==> config.mk <==
export PLATFORM = sky130hd
export DESIGN_NAME = shared_arith_scheduler
export DESIGN_NICKNAME = d
export VERILOG_FILES = /design/src/rtl/shared_arith_scheduler.sv
export SDC_FILE = /design/constraint.sdc
export NUM_CORES = 2
export LEC_CHECK = 0
export BUFFER_PORTS_ARGS = -buffer_cell sky130_fd_sc_hd__buf_4
export CAP_MARGIN = 20
export CORE_ASPECT_RATIO = 0.75
export CORE_MARGIN = 1
export CORE_UTILIZATION = 40
export DETAILED_ROUTE_END_ITERATION = 6
export PLACE_DENSITY_LB_ADDON = 0.3
export SYNTH_ARGS = -nofsm -noshare
export SYNTH_HDL_FRONTEND = slang
export SYNTH_SLANG_ARGS = --single-unit
==> constraint.sdc <==
create_clock -name clk -period 9 [get_ports clk]
set_input_delay 0 -clock clk [delete_from_list [all_inputs] [get_ports clk]]
set_output_delay 0 -clock clk [all_outputs]
set_load 0.01 [all_outputs]
==> src/rtl/shared_arith_scheduler.sv <==
// Six-expression evaluator time-sharing one multiplier and one add/sub unit over a 12-step schedule.
// Optional macro PIPE_MUL_EN adds a pipeline register behind the multiplier.
module shared_arith_scheduler #(
  parameter int WIDTH = 32
) (
  input  logic             clk,
  input  logic             rst_n,
  input  logic             in_valid,
  output logic             in_ready,
  input  logic [WIDTH-1:0] x,
  input  logic [WIDTH-1:0] y,
  input  logic [WIDTH-1:0] z,
  input  logic [WIDTH-1:0] p,
  input  logic [WIDTH-1:0] q,
  input  logic [WIDTH-1:0] r,
  input  logic [WIDTH-1:0] s,
  input  logic [WIDTH-1:0] t,
  input  logic             abort,
  output logic             out_valid,
  input  logic             out_ready,
  output logic [WIDTH-1:0] out1,
  output logic [WIDTH-1:0] out2,
  output logic [WIDTH-1:0] out3,
  output logic [WIDTH-1:0] out4,
  output logic [WIDTH-1:0] out5,
  output logic [WIDTH-1:0] out6,
  output logic             busy
);

  typedef enum logic [1:0] {IDLE, CALC, DONE} state_t;

  state_t           state, next_state;
  logic [3:0]       step;
  logic [WIDTH-1:0] xr, yr, zr, pr, qr, rr, sr, tr;
  logic [WIDTH-1:0] m, a, d, xp, u, v, w, k, j, j2;
  logic [WIDTH-1:0] mul_a, mul_b, add_a, add_b, prod, add_res, mul_val;
  logic             sub;
  logic [3:0]       mul_step;
  logic             calc_en;

  assign in_ready = (state == IDLE);
  assign busy     = (state == CALC) || (state == DONE);
  assign calc_en  = (state == CALC) && !abort;

  always_ff @(posedge clk or negedge rst_n) begin
    if (!rst_n) state <= IDLE;
    else        state <= next_state;
  end

  always_comb begin
    next_state = state;
    case (state)
      IDLE: if (in_valid) next_state = CALC;
      CALC: if (abort) next_state = IDLE;
            else if (step == 4'd11) next_state = DONE;
      DONE: if (abort || (out_valid && out_ready)) next_state = IDLE;
      default: next_state = IDLE;
    endcase
  end

  // Operand routing for the shared units, indexed by schedule step
  always_comb begin
    mul_a = '0; mul_b = '0; add_a = '0; add_b = '0; sub = 1'b0;
    case (step)
      4'd0:  begin mul_a = xr; mul_b = yr; add_a = zr; add_b = pr; end
      4'd1:  begin add_a = qr; add_b = rr; sub = 1'b1; end
      4'd2:  begin mul_a = a;  mul_b = d;  add_a = m;  add_b = a;  end
      4'd3:  begin add_a = xr; add_b = pr; end
      4'd4:  begin add_a = m;  add_b = qr; end
      4'd5:  begin mul_a = u;  mul_b = xp; add_a = m;  add_b = pr; end
      4'd6:  begin add_a = xp; add_b = rr; end
      4'd7:  begin add_a = v;  add_b = w;  sub = 1'b1; end
      4'd8:  begin add_a = xp; add_b = yr; end
      4'd9:  begin mul_a = k;  mul_b = d;  add_a = yr; add_b = sr; end
      4'd10: begin add_a = j;  add_b = xr; end
      4'd11: begin add_a = j2; add_b = tr; end
      default: ;
    endcase
  end

  assign prod    = mul_a * mul_b;
  assign add_res = sub ? (add_a - add_b) : (add_a + add_b);

`ifdef PIPE_MUL_EN
  logic [WIDTH-1:0] mul_pipe;

  always_ff @(posedge clk or negedge rst_n) begin
    if (!rst_n) mul_pipe <= '0;
    else        mul_pipe <= prod;
  end

  // Products land one step after issue; every consumer is scheduled late enough
  assign mul_val  = mul_pipe;
  assign mul_step = step - 4'd1;
`else
  assign mul_val  = prod;
  assign mul_step = step;
`endif

  always_ff @(posedge clk or negedge rst_n) begin
    if (!rst_n) begin
      step <= '0;
      {xr, yr, zr, pr, qr, rr, sr, tr} <= '0;
      {m, a, d, xp, u, v, w, k, j, j2} <= '0;
      {out1, out2, out3, out4, out5, out6} <= '0;
      out_valid <= 1'b0;
    end else begin
      out_valid <= (state == DONE) && !abort && !(out_valid && out_ready);
      if (state == IDLE && in_valid) begin
        step <= '0;
        xr <= x; yr <= y; zr <= z; pr <= p; qr <= q; rr <= r; sr <= s; tr <= t;
      end else if (state == CALC) begin
        step <= step + 4'd1;
      end
      if (calc_en) begin
        case (step)
          4'd0:  a    <= add_res;
          4'd1:  d    <= add_res;
          4'd2:  out1 <= add_res;
          4'd3:  xp   <= add_res;
          4'd4:  u    <= add_res;
          4'd5:  v    <= add_res;
          4'd6:  w    <= add_res;
          4'd7:  out5 <= add_res;
          4'd8:  k    <= add_res;
          4'd9:  j    <= add_res;
          4'd10: j2   <= add_res;
          4'd11: out3 <= add_res;
          default: ;
        endcase
        case (mul_step)
          4'd0: m    <= mul_val;
          4'd2: out2 <= mul_val;
          4'd5: out4 <= mul_val;
          4'd9: out6 <= mul_val;
          default: ;
        endcase
      end
    end
  end

endmodule

==> impl_results.md <==
- Outcome: finished, violations left
- Violated checks: design-rule violations
- Via density: between 5 and 6
- Leading area contributor after synthesis: dfrtp_1
- Clk root buf: clkbuf_16
- Area Growth Syn to Fin: 25.3%
- Num ports: 456
- Final period utilization: just under 100%
- Setup TNS: 0 ns
- Distinct cell type count after synthesis: 78
- Initial DRC count: 6281
- Net Count, Synth: about 5900
- First-pass GRT wire length: approximately 320 mm
- GPL Wtd Cong: 1.02
- Met3 global-route usage: between 10% and 20%
- CP arrival: 9.34 ns
- Final setup fails: 0
- Largest net degree at the start of global routing: 182
- TritonCTS clock tree: yes
- Post-Route Skew: 0.0506 ns
- Mapped Cells: between 5000 and 6000
- Global Route Usage Sum: between 30% and 40%
- Post-layout nets: between 6000 and 7000
- Area share of the largest cell type after synthesis: between 30% and 40%
- Htree depth: 3
- Buffers on Ports: between 400 and 500
- Most frequent cells after synthesis: 775 x dfrtp_1, 697 x nand2_1, 481 x o21ai_0, 443 x inv_1, 409 x fa_1
- CP max stage delay: 0.59 ns
- Crit path time final: around 8.8 ns
- #FFs+latches synth: just under 800
- Synth Flop Type: dfrtp_1
- Post-synth EDFFs: 0
- Starting density of the core: between 40 and 50%
- Final Hold Viols: 0
- Number of global-route vias before repair: 43700
- Die H: 311 um
- Crit Path Max Fanout: 19
- Clk sinks: approximately 780
- CP Class: reg -> reg
- CTS buffer count: 83
- Class of the worst hold path: in -> reg
- Share of layout cells above drive strength 1: a little under a quarter
- Max_slew headroom: between 10% and 20%
- Drt total wl: between 200 and 250 mm
- Met1 GRT Util: between 50 and 60%
- Setup crit end kind: flip-flop
- Synthesized area per cell: 9.96 um^2
- Global Route met2 Usage: 45.7%
- Top Usage Layer GRT: met1
- Core box area: around 130000 um^2
- Syn. warnings: 0
- Reg clk slew, reported paths: ~0.060 ns
- Site row count: between 100 and 150
- FMAX: around 0.11 GHz
- Total of max-cap violations: 0
- Avg WL per Cell: between 20 and 30 um
- Post-synthesis sequential area ratio: a little under two fifths
- Dominant cells by area after synthesis: dfrtp_1 38%, fa_1 16%, mux2_2 7.6%, nand2_1 5.1%, o21ai_0 4.7%
- Die ar.: 129000 um^2
- Final slew viol count: 0
- Max Root-Sink Buffers: 3
- Antenna violations before repair: 27
- Ys async rst share: 100%
- Most used cell, CP: fa_1
- Vias: 44900
- Worst-Margin Slew: 1.24 ns
- Crit start category: flip-flop
- Slowest stage cell, crit path: fa_1
- Drc violations: 1
- Antenna-violating nets left: 0
- Die W: a little over 400 um
- Clock latency at the later pin of the worst-skew pair: about 0.73 ns
- Remaining global-route overflow: 0
- HPWL Detailed: ~170 mm
- TritonRoute pass-1 iters: 7
- Top-count cell post-synth: dfrtp_1
- Crit path required time: around 9.5 ns
- Core Util, Final: between 50% and 60%
- Mapped Area: slightly above 50000 um^2
[area by class of cell]
class,count,area (um^2)
Multi-Input combinational cell,3543,28900
Timing Repair Buffer,1020,8850
Clock inverter,36,494
Sequential cell,775,19400
Antenna cell,20,50.0
Tap cell,1667,2090
Fill cell,11400,62700
Inverter,444,1670
Clock buffer,116,2390
[placed cells by master (no fill, tap or decap), types with 62 or more instances in the layout]
| cell type | n |
|---|---|
| dfrtp_1 | 772 |
| buf_4 | 703 |
| nand2_1 | 686 |
| o21ai_0 | 480 |
| inv_1 | 441 |
| fa_1 | 407 |
| mux2_2 | 344 |
| nor2_1 | 341 |
| dlygate4sd3_1 | 274 |
| ha_1 | 157 |
| a21oi_1 | 115 |
| a22oi_1 | 112 |
| nand3_1 | 92 |
| a22o_1 | 91 |
| or2_2 | 88 |
| clkbuf_16 | 86 |
| xnor2_1 | 79 |
| a221oi_1 | 62 |
[cell families (layout without fill, tap and decap cells)]
logic type / Yosys count / after routing / synth area share, %
xor gates and xnor gates: 135 / 135 / 2.46
muxes: 353 / 353 / 7.79
other: 0 / 20 / 0
buffers and inverters: 797 / 1616 / 5.99
DFF: 775 / 775 / 38.1
and+or+nand+nor: 1390 / 1390 / 11.8
adders and majority gates: 571 / 571 / 20.0
AOI/OAI and AO/OA: 1094 / 1094 / 13.8
[critical path: cells and delay by family, from the launching register on]
kind | cells | cell delay (ns)
compound gates | 7 | 1.26
xor+xnor | 1 | 0.19
fa+ha+maj | 10 | 4.71
buf+inv | 9 | 1.32
flops | 1 | 0.42
simple gates | 4 | 0.73
[path summary, 6_finish.rpt]
kind                       slack, ns               startpoint                    to  cells past startpoint
setup reg to reg                0.20  mul_step[1]$_DFFE_PN0P_  out6[30]$_DFFE_PN0P_                     31
hold reg to reg                 0.48     out2[14]$_DFFE_PN0P_  out2[14]$_DFFE_PN0P_                      2
setup / recovery                0.20  mul_step[1]$_DFFE_PN0P_  out6[30]$_DFFE_PN0P_                     31
hold / removal                  0.04                     z[9]     zr[9]$_DFFE_PN0P_                      3
max in group asynchronous       6.47                    rst_n     xr[7]$_DFFE_PN0P_                      5
min in group asynchronous       0.36                    rst_n  out1[26]$_DFFE_PN0P_                      3
[timing repair]
action,4_1_cts,5_1_grt
setup endpoints to repair,4,40
pin swaps,0,21
buffers inserted,0,26
gates resized for setup,2,37
endpoints found under the hold margin,367,0
gates cloned,0,8
hold buffers,275,0
[metrics by stage]
stage	hold slack [ns]	worst slack (ns)	cell area, um^2	instances
finish	0.0441	0.203	63800	7621
global route	0.0630	-0.0466	63800	7602
CTS	0.0128	0.0595	63300	7567
detailed placement	0.126	-0.0171	57600	7140
global placement	0.127	0.0922	57600	7139
floorplan	-0.296	0.0276	51000	5115
[metal layers]
layer,vias up,part of all wire (%)
met1,22700,43
met4,12,3.1
met5,-,0.031
met3,415,15
li1,18800,-
met2,2993,39
Power is not shown: default switching activity piles up to over one toggle a cycle in this logic, so the estimate is an artifact.
